--- src/rtl/button_pkg.sv ---
// Shared definitions for the pushbutton debouncer: FSM state encoding and
// default / simulation-scale timing constants.
package button_pkg;

    typedef enum logic [1:0] {
        IDLE         = 2'd0,
        PRESS_WAIT   = 2'd1,
        PRESSED      = 2'd2,
        RELEASE_WAIT = 2'd3
    } btn_state_e;

    // Board-scale timing
    localparam int DEFAULT_DEBOUNCE_CYCLES = 1_000_000;
    localparam int DEFAULT_REPEAT_PERIOD   = 25_000_000;

    // Short timing so simulations stay small
    localparam int SIM_DEBOUNCE_CYCLES = 4;
    localparam int SIM_REPEAT_PERIOD   = 8;

endpackage

--- src/rtl/button_debouncer_sync_2ff.sv ---
// Two-flop synchronizer that brings the asynchronous pushbutton line into the
// clock domain. Both flops clear to 0 on Reset.
module sync_2ff (
    input  logic clock,
    input  logic Reset,
    input  logic d_i,
    output logic q_o
);

    logic meta_q;
    logic sync_q;

    // The first flop may go metastable; the second gives it a full cycle to settle.
    always_ff @(posedge clock) begin
        if (Reset) begin
            meta_q <= 1'b0;
            sync_q <= 1'b0;
        end else begin
            meta_q <= d_i;
            sync_q <= meta_q;
        end
    end

    assign q_o = sync_q;

endmodule

--- src/rtl/button_debouncer.sv ---
// Pushbutton debouncer: synchronizes the raw button, requires DEBOUNCE_CYCLES+1
// consecutive equal synchronized samples before accepting a level change, and
// emits registered one-cycle press/release pulses plus the debounced level.
// Optional auto-repeat of press_pulse while held: define BUTTON_AUTO_REPEAT_EN.
module button_debouncer
    import button_pkg::*;
#(
    parameter int DEBOUNCE_CYCLES = DEFAULT_DEBOUNCE_CYCLES,
    parameter int REPEAT_PERIOD   = DEFAULT_REPEAT_PERIOD
) (
    input  logic clock,
    input  logic Reset,
    input  logic btn_in,
    output logic btn_level,
    output logic press_pulse,
    output logic release_pulse
);

    localparam int CNT_W = $clog2(DEBOUNCE_CYCLES + 1);
    localparam logic [CNT_W-1:0] CNT_LAST = CNT_W'(DEBOUNCE_CYCLES - 1);

    if (DEBOUNCE_CYCLES < 1 || REPEAT_PERIOD < 1) begin : g_bad_params
        $error("button_debouncer: DEBOUNCE_CYCLES and REPEAT_PERIOD must be at least 1");
    end

    logic             btn_s;
    btn_state_e       state_q, state_d;
    logic [CNT_W-1:0] cnt_q, cnt_d;
    logic [CNT_W-1:0] cnt_inc;
    logic             level_q, level_d;
    logic             press_q, press_d;
    logic             release_q, release_d;
    logic             repeat_fire;

    sync_2ff u_sync (
        .clock (clock),
        .Reset (Reset),
        .d_i   (btn_in),
        .q_o   (btn_s)
    );

    // The stability counter never wraps: it holds at its terminal value.
    assign cnt_inc = (cnt_q == CNT_LAST) ? cnt_q : cnt_q + CNT_W'(1);

    // State and stability-counter registers; reset discards any debounce in progress.
    always_ff @(posedge clock) begin
        if (Reset) begin
            state_q <= IDLE;
            cnt_q   <= '0;
        end else begin
            state_q <= state_d;
            cnt_q   <= cnt_d;
        end
    end

    // Next state: a wait state returns on any contrary sample, advances after a full stable run.
    always_comb begin
        state_d = state_q;
        cnt_d   = cnt_q;
        case (state_q)
            IDLE: begin
                if (btn_s) begin
                    state_d = PRESS_WAIT;
                    cnt_d   = '0;
                end
            end
            PRESS_WAIT: begin
                if (!btn_s) begin
                    state_d = IDLE;
                end else if (cnt_q == CNT_LAST) begin
                    state_d = PRESSED;
                end else begin
                    cnt_d = cnt_inc;
                end
            end
            PRESSED: begin
                if (!btn_s) begin
                    state_d = RELEASE_WAIT;
                    cnt_d   = '0;
                end
            end
            RELEASE_WAIT: begin
                if (btn_s) begin
                    state_d = PRESSED;
                end else if (cnt_q == CNT_LAST) begin
                    state_d = IDLE;
                end else begin
                    cnt_d = cnt_inc;
                end
            end
            default: state_d = IDLE;
        endcase
    end

`ifdef BUTTON_AUTO_REPEAT_EN
    localparam int REP_W = $clog2(REPEAT_PERIOD + 1);
    localparam logic [REP_W-1:0] REP_LAST = REP_W'(REPEAT_PERIOD - 1);

    logic [REP_W-1:0] rep_q, rep_d;

    // Count held cycles in PRESSED; any other state or a low sample parks the counter at 0.
    always_comb begin
        rep_d       = '0;
        repeat_fire = 1'b0;
        if (state_q == PRESSED && btn_s) begin
            if (rep_q == REP_LAST) begin
                repeat_fire = 1'b1;
            end else begin
                rep_d = rep_q + REP_W'(1);
            end
        end
    end

    // Repeat counter register.
    always_ff @(posedge clock) begin
        if (Reset) begin
            rep_q <= '0;
        end else begin
            rep_q <= rep_d;
        end
    end
`else
    assign repeat_fire = 1'b0;
`endif

    // Outputs: pulses and level change together on the edge that completes a stable run.
    always_comb begin
        press_d   = 1'b0;
        release_d = 1'b0;
        level_d   = level_q;
        if (state_q == PRESS_WAIT && btn_s && cnt_q == CNT_LAST) begin
            press_d = 1'b1;
            level_d = 1'b1;
        end
        if (state_q == RELEASE_WAIT && !btn_s && cnt_q == CNT_LAST) begin
            release_d = 1'b1;
            level_d   = 1'b0;
        end
        if (repeat_fire) begin
            press_d = 1'b1;
        end
    end

    // Output registers keep the pulses glitch-free for the downstream counter enable.
    always_ff @(posedge clock) begin
        if (Reset) begin
            level_q   <= 1'b0;
            press_q   <= 1'b0;
            release_q <= 1'b0;
        end else begin
            level_q   <= level_d;
            press_q   <= press_d;
            release_q <= release_d;
        end
    end

    assign btn_level     = level_q;
    assign press_pulse   = press_q;
    assign release_pulse = release_q;

endmodule

--- config.mk ---
export PLATFORM = sky130hd
export DESIGN_NAME = button_debouncer
export DESIGN_NICKNAME = d
export VERILOG_FILES = /design/src/rtl/button_pkg.sv /design/src/rtl/button_debouncer_sync_2ff.sv /design/src/rtl/button_debouncer.sv
export SDC_FILE = /design/constraint.sdc
export NUM_CORES = 1
export LEC_CHECK = 0
export ABC_CLOCK_PERIOD_IN_PS = 5100
export CAP_MARGIN = 30
export CORE_MARGIN = 2
export CORE_UTILIZATION = 50
export DETAILED_ROUTE_END_ITERATION = 7
export MAX_ROUTING_LAYER = met4
export PLACE_DENSITY = 0.68
export RECOVER_POWER = 100
export SYNTH_ARGS = -nofsm -noshare
export SYNTH_HDL_FRONTEND = slang
export SYNTH_HIERARCHICAL = 1
export SYNTH_SLANG_ARGS = --single-unit
--- constraint.sdc ---
create_clock -name clock -period 5.1 [get_ports clock]
set_input_delay 1.53 -clock clock [delete_from_list [all_inputs] [get_ports clock]]
set_output_delay 1.53 -clock clock [all_outputs]
set_load 0.02 [all_outputs]
==> metrics.md, run 1 <==
| Metric | Value |
|---|---|
| Status | `complete, no violations` |
| DRC viols | `0` |
| Max H-tree Level | `1` |
| Slew margin rel. | `between 50% and 60%` |
| Wire length per cell | `between 10 and 15 um` |
| Die Y | `54.60 um` |
| Layout cells sized above 1 | `under 10%` |
| Die Area | `2981 um^2` |
| PortBufs | `5` |
| DR iter-0 viols | `27` |
| Synth Instances | `between 100 and 150` |
| Post-synth top area share | `between 40% and 50%` |
| # IOs | `6` |
| Reg2reg setup slack | `approximately 2.4 ns` |
| Max-slew violations | `0` |
| Slew @ Worst Pin | `0.6465 ns` |
| Post-route clock period utilization | `just under 60%` |
| Worst hold slack | `between 0.4 and 0.5 ns` |
| Min Tclk post-route | `between 2 and 3 ns` |
| Detailed placement HPWL | `~1700 um` |
| Synthesis-to-layout area growth | `7.038%` |
| Yosys warning total | `6` |
| Worst skew pair latency | `~0.32 ns` |
| FF/Latch Area | `~540 um^2` |
| Critical path type | `input port to flip-flop` |
| Vias in the first global route | `between 900 and 1000` |
| Setup tns final | `0 ns` |
| Largest net degree at the start of global routing | `16` |
| Setup Viol. Count Final | `0` |
| Leak | `0.4439 nW` |
| DR vias/cell | `around 5.8` |
| Final setup margin | `about 2.1 ns` |
| First-pass GRT wire length | `4133 um` |
| Post-Syn Area | `between 1000 and 1500 um^2` |
| Syn Nets | `between 100 and 150` |
| Number of synthesized register bits | `27` |
| Pwr dens | `about 230 nW/um^2` |
| Drt pass-1 iters | `4` |
| Starting density of the core | `between 50% and 60%` |
| DIE WIDTH | `54.60 um` |
| GP Congestion | `0.8902` |
| Via count | `around 1100` |
| Setup Buffers After CTS | `0` |
| Sequential-to-total area share from yosys stat | `around 42%` |
| Final net count | `between 150 and 200` |
| Reg clk slew, reported paths | `between 0.1 and 0.15 ns` |
| Crit. End Element | `flip-flop` |
| Dpl ws | `roughly 1.9 ns` |
| Clock Skews | `0.01049 ns` |
| Final hold violations | `0` |
| Dominant cells by area after synthesis | `dfxtp_1 42%, xor2_1 8.2%, nor2_1 4.4%, a21oi_1 3.5%, nand2_1 3.5%` |
| Antenna Cells | `0` |
| Required time worst endpoint | `5.35 ns` |
| CP Max Fanout | `9` |
| Deepest clock path buffer count | `2` |
| Clk sinks | `27` |
| Startpoint types | `input port` |
| Row cnt | `18` |
| CTS resizes | `0` |
| Mean Syn Cell Area | `roughly 8.9 um^2` |
| CTS tree | `built` |
| Antenna viol nets, final | `0` |
| Crit path DAT | `3.22 ns` |
| # hold bufs at CTS | `0` |
| GR Util All Layers | `between 20% and 30%` |
| Area occupied by multi-input gates | `roughly 700 um^2` |
| Global route total overflow | `0` |
| Core area | `roughly 2500 um^2` |
| Post-synth top area cell | `dfxtp_1` |
| Final wirelength | `between 2000 and 2500 um` |
| Fill cells | `around 230` |
| Min-Delay Path Class | `flip-flop to flip-flop` |
| CTS root buf | `clkbuf_4` |
| RSZ-0062 raised after global routing | `no` |
| VDD IR max | `about 0.25 mV` |
| Fmax | `approximately 0.34 GHz` |
| Yosys cell types | `39` |
| Max_cap viols | `0` |
| Total CTS buffers | `3` |
| Number of antenna violations at the first check in global routing | `0` |
path summary, 6_finish.rpt:
path / start / end / cells after the start
setup reg to reg: cnt_q[9]$_SDFFE_PP0P_ / cnt_q[16]$_SDFFE_PP0P_ / 5
setup / recovery: Reset / cnt_q[18]$_SDFFE_PP0P_ / 6
hold reg to reg: u_sync/meta_q$_SDFF_PP0_ / u_sync/q_o$_SDFF_PP0_ / 1
hold / removal: u_sync/meta_q$_SDFF_PP0_ / u_sync/q_o$_SDFF_PP0_ / 1
registers in the layout (all words and copies together) (netlist names), named ones only:
name and count:
state_q 1, release_pulse 1, btn_level 1, u_sync/meta_q 1, u_sync/q_o 1, press_pulse 1, cnt_q 20
per-layer routing:
metal | vias up | GRT usage [%] | part of all wire (%)
met5 | - | - | 0
met1 | 501 | 25.64 | 49
met3 | 2 | 6.011 | 3.9
met2 | 12 | 30.56 | 46
met4 | 0 | 6.250 | 0.78
li1 | 542 | - | -
power breakdown:
part / switching [mW] / internal, mW / total (mW)
sequential: 0.00188 / 0.213 / 0.215
clock: 0.0604 / 0.0306 / 0.0910
combinational: 0.00926 / 0.00577 / 0.0150
total: 0.0715 / 0.250 / 0.321
cell usage in the layout, fill, tap and decap left out, types with 2 or more instances in the layout:
cell type and instances:
o21ai_1 3, xor2_1 12, nand3_1 8, clkbuf_1 2, dfxtp_1 27, nor4_1 3, or4b_1 2, nor3_1 2
inv_1 3, o21ai_0 5, xnor2_1 2, nand2_1 12, nor4b_1 4, clkbuf_4 3, nor2b_1 2, nor2_1 15
and3_1 3, or4_1 4, dlygate4sd3_1 4, a31oi_1 3, or3_1 2, a21oi_1 9, nand4_1 5
cell usage after synthesis:
cell type / instances
o31ai_2: 1
o21ai_0: 3
xor2_1: 12
nor3b_1: 1
dfxtp_1: 27
nand4_1: 5
and4_1: 1
o211ai_1: 1
or4_1: 3
or4_4: 1
inv_1: 3
or4b_1: 2
or4bb_1: 1
a22o_1: 1
nor4_1: 3
o21ai_2: 2
and3_1: 3
nand3_1: 8
or3_1: 2
o31ai_1: 1
nor2_4: 1
o211ai_2: 1
buf_2: 1
o21ai_1: 4
buf_6: 1
ha_1: 1
nand2_1: 12
mux2_2: 1
a41oi_1: 1
a21oi_1: 9
nor2_1: 15
a31oi_1: 3
nor2b_1: 2
xnor2_1: 2
o2111ai_1: 1
and2_1: 1
nor4b_1: 4
clkbuf_1: 1
nor3_1: 2
per-stage QoR:
stage	power [mW]	std cells	utilization, %	instance area (um^2)
floorplan	0.2290	144	-	1280
global placement	0.2353	176	54.89	1348
detailed placement	0.2356	176	54.89	1348
CTS	0.3278	180	55.96	1374
global route	0.3382	181	55.81	1370
finish	0.3212	181	55.81	1370
final cells by class:
| class | instances | share of cell area, % |
|---|---|---|
| Tap cell | 30 | 2.740 |
| Timing Repair Buffer | 6 | 3.927 |
| Sequential cell | 27 | 39.45 |
| Multi-Input combinational cell | 111 | 51.14 |
| Inverter | 3 | 0.8219 |
| Clock buffer | 4 | 1.918 |
logic make-up (layout without fill, tap and decap cells):
logic type | count (synthesis) | in the layout | share of synthesized area, %
AOI/OAI and AO/OA | 28 | 28 | 14.27
xor gates and xnor gates | 14 | 14 | 9.580
adders and majority gates | 1 | 1 | 0.9774
buffers and inverters | 6 | 13 | 2.443
DFF | 27 | 27 | 42.23
muxes | 1 | 1 | 0.8797
and+or+nand+nor | 67 | 67 | 29.62
worst max-delay path: stages:
cell           delay (ns)
dlygate4sd3_1        0.66
inv_1                0.15
nand3_1              0.08
a21oi_1              0.43
o21ai_0              0.18
a31oi_1              0.19
Note: power is estimated with default switching activity, not from simulation.
==> run 2: changes to the inputs <==
- ABC_CLOCK_PERIOD_IN_PS: 5100 -> 2410
- PLACE_DENSITY: 0.68 -> 0.71
- clock period: 5.1 -> 2.41 ns (I/O delays scaled with it)
==> metrics.md, run 2 (synthesis results as in run 1) <==
| Metric | Value |
|---|---|
| Critical path type | `flip-flop to flip-flop` |
| Largest register FFs | `20 (unchanged)` |
| Max incr delay on CP | `0.59 ns (-0.07 ns)` |
| PortBufs | `5 (unchanged)` |
| R2R Path Start | `cnt_q[6]$_SDFFE_PP0P_` |
| Min-Delay Path Class | `flip-flop to flip-flop` |
| GP Congestion | `0.8425 (-5.4%)` |
| DIE WIDTH | `54.60 um (unchanged)` |
| Max_cap viols | `0 (unchanged)` |
| Die Y | `54.60 um (unchanged)` |
| Antenna viol nets, final | `0 (unchanged)` |
| Reg2reg setup slack | `0.20 ns (-2.15 ns)` |
| Required time worst endpoint | `2.69 ns (-2.66 ns)` |
| Final wirelength | `2603 um (+7.2%)` |
| Total CTS buffers | `3 (unchanged)` |
| Crit path DAT | `2.49 ns (-0.73 ns)` |
| Slew margin rel. | `62.92% (+6.0 points)` |
| Clock Skews | `0.01109 ns (+0.0006058 ns)` |
| Hold endpoint | `u_sync/q_o$_SDFF_PP0_` |
| Setup tns final | `0 ns (unchanged)` |
| Most common cell after layout, fill and taps aside | `dfxtp_1` |
| Fill cells | `225 (unchanged)` |
| Setup Buffers After CTS | `0 (unchanged)` |
| Wire length per cell | `14.07 um (+4.8%)` |
| Leak | `0.4565 nW (+2.8%)` |
| Fmax | `about 0.45 GHz` |
| Clk sinks | `27 (unchanged)` |
| Status | `complete, no violations` |
| GR Util All Layers | `21.14% (+1.0 points)` |
| Slew @ Worst Pin | `0.5485 ns (-0.09800 ns)` |
| DR iter-0 viols | `44 (+63%)` |
| CTS resizes | `0 (unchanged)` |
| Vias in the first global route | `980 (+2.5%)` |
| DRC viols | `0 (unchanged)` |
| Starting density of the core | `52.14% (unchanged)` |
| Antenna Cells | `0 (unchanged)` |
| Detailed placement HPWL | `1907 um (+9.0%)` |
| Max H-tree Level | `1 (unchanged)` |
| Core area | `2455 um^2 (unchanged)` |
| Setup Viol. Count Final | `0 (unchanged)` |
| VDD IR max | `0.3817 mV (+53%)` |
| # IOs | `6 (unchanged)` |
| CP Max Fanout | `5 (-4)` |
| Global route total overflow | `0 (unchanged)` |
| Hold path depth | `1 (unchanged)` |
| Layout cells sized above 1 | `8.387% (+3.1 points)` |
| CTS root buf | `clkbuf_4` |
| Reg2reg path depth | `5 (unchanged)` |
| Largest net degree at the start of global routing | `16 (unchanged)` |
| Reg clk slew, reported paths | `0.15 ns (+0.02 ns)` |
| Total power draw | `0.6923 mW (+120%)` |
| DR vias/cell | `5.935 (+1.6%)` |
| First-pass GRT wire length | `4402 um (+6.5%)` |
| Die Area | `2981 um^2 (unchanged)` |
| Worst skew pair latency | `0.33 ns (about the same)` |
| Crit-path cells | `and3_1 > nand3_1 > or4_1 > or4_1 > a21oi_1` |
| Final hold violations | `0 (unchanged)` |
| Pwr dens | `494.4 nW/um^2 (+110%)` |
| Number of antenna violations at the first check in global routing | `0 (unchanged)` |
| Crit. End Element | `flip-flop` |
| Max-slew violations | `0 (unchanged)` |
| Post-route clock period utilization | `roughly nine tenths` |
| CTS tree | `built` |
| CP most frequent cell | `or4_1` |
| Final net count | `160 (+2.6%)` |
| Synthesis-to-layout area growth | `9.384%` |
| RSZ-0062 raised after global routing | `no` |
| Top reg by flops | `cnt_q` |
| Deepest clock path buffer count | `2 (unchanged)` |
| Reg-to-Reg End | `cnt_q[19]$_SDFFE_PP0P_` |
| Min Tclk post-route | `about 2.2 ns` |
| Drt pass-1 iters | `4 (unchanged)` |
| Via count | `1098 (+3.9%)` |
| Startpoint types | `flip-flop` |
| Commonest non-fill, non-tap cells in the layout | `27 x dfxtp_1, 15 x nor2_1, 12 x nand2_1, 12 x xor2_1, 9 x a21oi_1` |
| # hold bufs at CTS | `0 (unchanged)` |
| CP max stage cell | `or4_1` |
| Row cnt | `18 (unchanged)` |
| Worst min-delay path startpoint | `u_sync/meta_q$_SDFF_PP0_` |
[run 2: cell types whose count changed in the layout (fill, tap and decap cells not counted), sizes merged]
cell and change:
buf +3, clkinv +1
[run 2: report_power, final]
group | internal (mW) | leakage, nW | total, mW | switching, mW
sequential | 0.452 | 0.218 | 0.455 | 0.00396
combinational | 0.0154 | 0.221 | 0.0365 | 0.0211
clock | 0.0624 | 0.0177 | 0.200 | 0.138
[run 2: final cells by class]
class,instances,area [um^2],share of cell area (%)
Tap cell,30,37.54,2.681
Timing Repair Buffer,10,80.08,5.719
Sequential cell,27,540.5,38.61
Clock inverter,1,5.005,0.3575
Clock buffer,3,22.52,1.609
Inverter,3,11.26,0.8043
Multi-Input combinational cell,111,703.2,50.22
[run 2: how the worst max path moves through the flow]
stage / to / from / slack [ns]
2_1_floorplan: cnt_q[2]$_SDFFE_PP0P_ / cnt_q[10]$_SDFFE_PP0P_ / 0.38
3_3_place_gp: cnt_q[11]$_SDFFE_PP0P_ / cnt_q[9]$_SDFFE_PP0P_ / 0.30
3_5_place_dp: cnt_q[16]$_SDFFE_PP0P_ / cnt_q[9]$_SDFFE_PP0P_ / 0.24
4_1_cts: cnt_q[16]$_SDFFE_PP0P_ / cnt_q[9]$_SDFFE_PP0P_ / 0.20
5_1_grt: cnt_q[19]$_SDFFE_PP0P_ / cnt_q[6]$_SDFFE_PP0P_ / 0.05
6_report: cnt_q[19]$_SDFFE_PP0P_ / cnt_q[6]$_SDFFE_PP0P_ / 0.20
[run 2: stage by stage]
stage / utilization, % / cells / setup slack (ns) / hold slack, ns / area, um^2
after floorplan: - / 144 / 0.3846 / 0.4138 / 1280
after global placement: 56.42 / 181 / 0.3043 / 0.4183 / 1385
after detailed placement: 56.42 / 181 / 0.2387 / 0.4293 / 1385
after CTS: 57.54 / 185 / 0.1983 / 0.4597 / 1413
after global routing: 57.03 / 185 / 0.05073 / 0.4653 / 1400
final: 57.03 / 185 / 0.2035 / 0.4582 / 1400
[run 2: critical path: cells and delay by family, from the launching register on]
| family | cells | cell delay, ns |
|---|---|---|
| flip-flops | 1 | 0.46 |
| AND/OR/NAND/NOR | 4 | 1.55 |
| AO/OA/AOI/OAI | 1 | 0.15 |
[run 2: metal layers]
metal / vias to the layer above / part of all wire (%) / global-route usage [%]
li1: 555 / - / -
met1: 509 / 51 / 29.85
met2: 32 / 44 / 29.76
met3: 2 / 4.3 / 2.459
met4: 0 / 0.61 / 10.00
met5: - / 0 / -
==> run 3: changes to the inputs <==
- CELL_PAD_IN_SITES_DETAIL_PLACEMENT: default -> 1
- CELL_PAD_IN_SITES_GLOBAL_PLACEMENT: default -> 1
- CORE_UTILIZATION: 50 -> 40
- PLACE_DENSITY: 0.71 -> default
- PLACE_DENSITY_LB_ADDON: default -> 0.1
==> metrics.md, run 3 (synthesis results as in run 1) <==
| Metric | Value |
|---|---|
| Most common cell after layout, fill and taps aside | `dfxtp_1` |
| Min Tclk post-route | `2.254 ns (+0.04764 ns)` |
| R2R Path Start | `cnt_q[6]$_SDFFE_PP0P_` |
| Max_cap viols | `0 (unchanged)` |
| # IOs | `6 (unchanged)` |
| Detailed placement HPWL | `2351 um (+23%)` |
| Core area | `3053 um^2 (+24%)` |
| Status | `complete, no violations` |
| Top reg by flops | `cnt_q` |
| Total CTS buffers | `3 (unchanged)` |
| Row cnt | `20 (+2)` |
| Slew @ Worst Pin | `0.6075 ns (+0.05899 ns)` |
| Reg2reg setup slack | `0.16 ns (-0.05 ns)` |
| Starting density of the core | `41.93% (-10 points)` |
| Setup Buffers After CTS | `0 (unchanged)` |
| FF/Latch Area | `540.5 um^2 (unchanged)` |
| Worst hold slack | `0.4581 ns (-0.0001370 ns)` |
| Critical path type | `flip-flop to flip-flop` |
| Fmax | `0.4436 GHz (-2.1%)` |
| Hold path depth | `1 (unchanged)` |
| Synthesis-to-layout area growth | `10.75%` |
| Reg clk slew, reported paths | `0.15 ns (about the same)` |
| Antenna viol nets, final | `0 (unchanged)` |
| Fill cells | `389 (+73%)` |
| Final net count | `160 (unchanged)` |
| Commonest non-fill, non-tap cells in the layout | `27 x dfxtp_1, 15 x nor2_1, 12 x nand2_1, 12 x xor2_1, 9 x a21oi_1` |
| Clk sinks | `27 (unchanged)` |
| Clock Skews | `0.006301 ns (-0.004790 ns)` |
| Reg-to-Reg End | `cnt_q[19]$_SDFFE_PP0P_` |
| CP Max Fanout | `5 (unchanged)` |
| VDD IR max | `0.2039 mV (-47%)` |
| Vias in the first global route | `1067 (+8.9%)` |
| Number of antenna violations at the first check in global routing | `0 (unchanged)` |
| Die Y | `60.57 um (+11%)` |
| DR iter-0 viols | `34 (-23%)` |
| DRC viols | `0 (unchanged)` |
| Largest net degree at the start of global routing | `16 (unchanged)` |
| Met2 Usage GRT | `29.95% (+0.19 points)` |
| Global route total overflow | `0 (unchanged)` |
| GP Congestion | `0.8356 (-0.82%)` |
| Largest register FFs | `20 (unchanged)` |
| # hold bufs at CTS | `0 (unchanged)` |
| Antenna Cells | `0 (unchanged)` |
| Final hold violations | `0 (unchanged)` |
| Wire length per cell | `15.29 um (+8.6%)` |
| Pwr dens | `492.1 nW/um^2 (-0.48%)` |
| Setup tns final | `0 ns (unchanged)` |
| Area occupied by multi-input gates | `703.2 um^2 (unchanged)` |
| PortBufs | `5 (unchanged)` |
| Max-slew violations | `0 (unchanged)` |
| CTS resizes | `0 (unchanged)` |
| Min-Delay Path Class | `flip-flop to flip-flop` |
| RSZ-0062 raised after global routing | `no` |
| First-pass GRT wire length | `5092 um (+16%)` |
| Layout cells sized above 1 | `8.387% (unchanged)` |
| DR vias/cell | `5.528 (-6.9%)` |
| Die Area | `3669 um^2 (+23%)` |
| Deepest clock path buffer count | `2 (unchanged)` |
| Drt pass-1 iters | `4 (unchanged)` |
| Met3 Use GR | `1.919% (-0.54 points)` |
| Startpoint types | `flip-flop` |
| Final wirelength | `3042 um (+17%)` |
| CTS root buf | `clkbuf_4` |
| Gr busiest metal | `met2` |
| DIE WIDTH | `60.57 um (+11%)` |
| Setup Viol. Count Final | `0 (unchanged)` |
| Leak | `0.4565 nW (unchanged)` |
| GR Util All Layers | `19.36% (-1.8 points)` |
| Worst min-delay path startpoint | `u_sync/meta_q$_SDFF_PP0_` |
| Hold endpoint | `u_sync/q_o$_SDFF_PP0_` |
| Slew margin rel. | `59.19% (-3.7 points)` |
| Required time worst endpoint | `2.69 ns (about the same)` |
| Post-route clock period utilization | `93.53% (+2.0 points)` |
| GR Layer Usage met1 | `26.05% (-3.8 points)` |
| Reg2reg path depth | `5 (unchanged)` |
| Crit. End Element | `flip-flop` |
| CTS tree | `built` |
| Critical path origin | `cnt_q[6]$_SDFFE_PP0P_` |
| Crit path DAT | `2.53 ns (+0.04 ns)` |
| Max H-tree Level | `1 (unchanged)` |
| Via count | `1100 (+0.18%)` |
| Worst skew pair latency | `0.34 ns (about the same)` |
==> run 3: cell counts in the layout (fill, tap and decap cells not counted) <==
No cell type changed its count.
==> run 3: worst max path at each step <==
stage,to,slack [ns],cells past startpoint
after floorplan,cnt_q[2]$_SDFFE_PP0P_,0.38,6
after global routing,cnt_q[19]$_SDFFE_PP0P_,0.04,5
after detailed placement,cnt_q[19]$_SDFFE_PP0P_,0.21,5
after global placement,cnt_q[19]$_SDFFE_PP0P_,0.28,5
after CTS,cnt_q[19]$_SDFFE_PP0P_,0.16,5
final,cnt_q[19]$_SDFFE_PP0P_,0.16,5
==> run 3: stage by stage <==
step	util [%]	total power, mW	cells	setup WS [ns]	instance area, um^2
final	46.43	0.6976	199	0.1558	1418
after global routing	46.43	0.7298	199	0.04105	1418
after CTS	46.84	0.7121	199	0.1602	1430
after detailed placement	45.94	0.5052	195	0.2119	1403
after global placement	45.94	0.5039	195	0.2759	1403
after floorplan	-	0.4845	144	0.3846	1280
==> run 3: layout make-up <==
type                    count  area share, %
inverters                   3         0.7944
flip-flops and latches     27          38.13
clock inverters             1         0.3530
well taps                  44          3.883
repair buffers             10          5.649
clock buffers               3          1.589
multi-input cells         111          49.60
==> run 3: report_power, final <==
part           internal, mW  leakage, nW  switching, mW
sequential            0.452        0.218        0.00397
clock                0.0626       0.0177          0.143
combinational        0.0154        0.221         0.0214
==> run 3: metal layers <==
metal,up-vias,wire [um]
li1,556,-
met1,532,1587
met2,7,1365
met3,5,39
met4,0,50
met5,-,0
==> run 3: critical path, cell delays in order, from the launching register on <==
cell and delay [ns]:
dfxtp_1 0.44, and3_1 0.28, nand3_1 0.19, or4_1 0.61, or4_1 0.50, a21oi_1 0.17
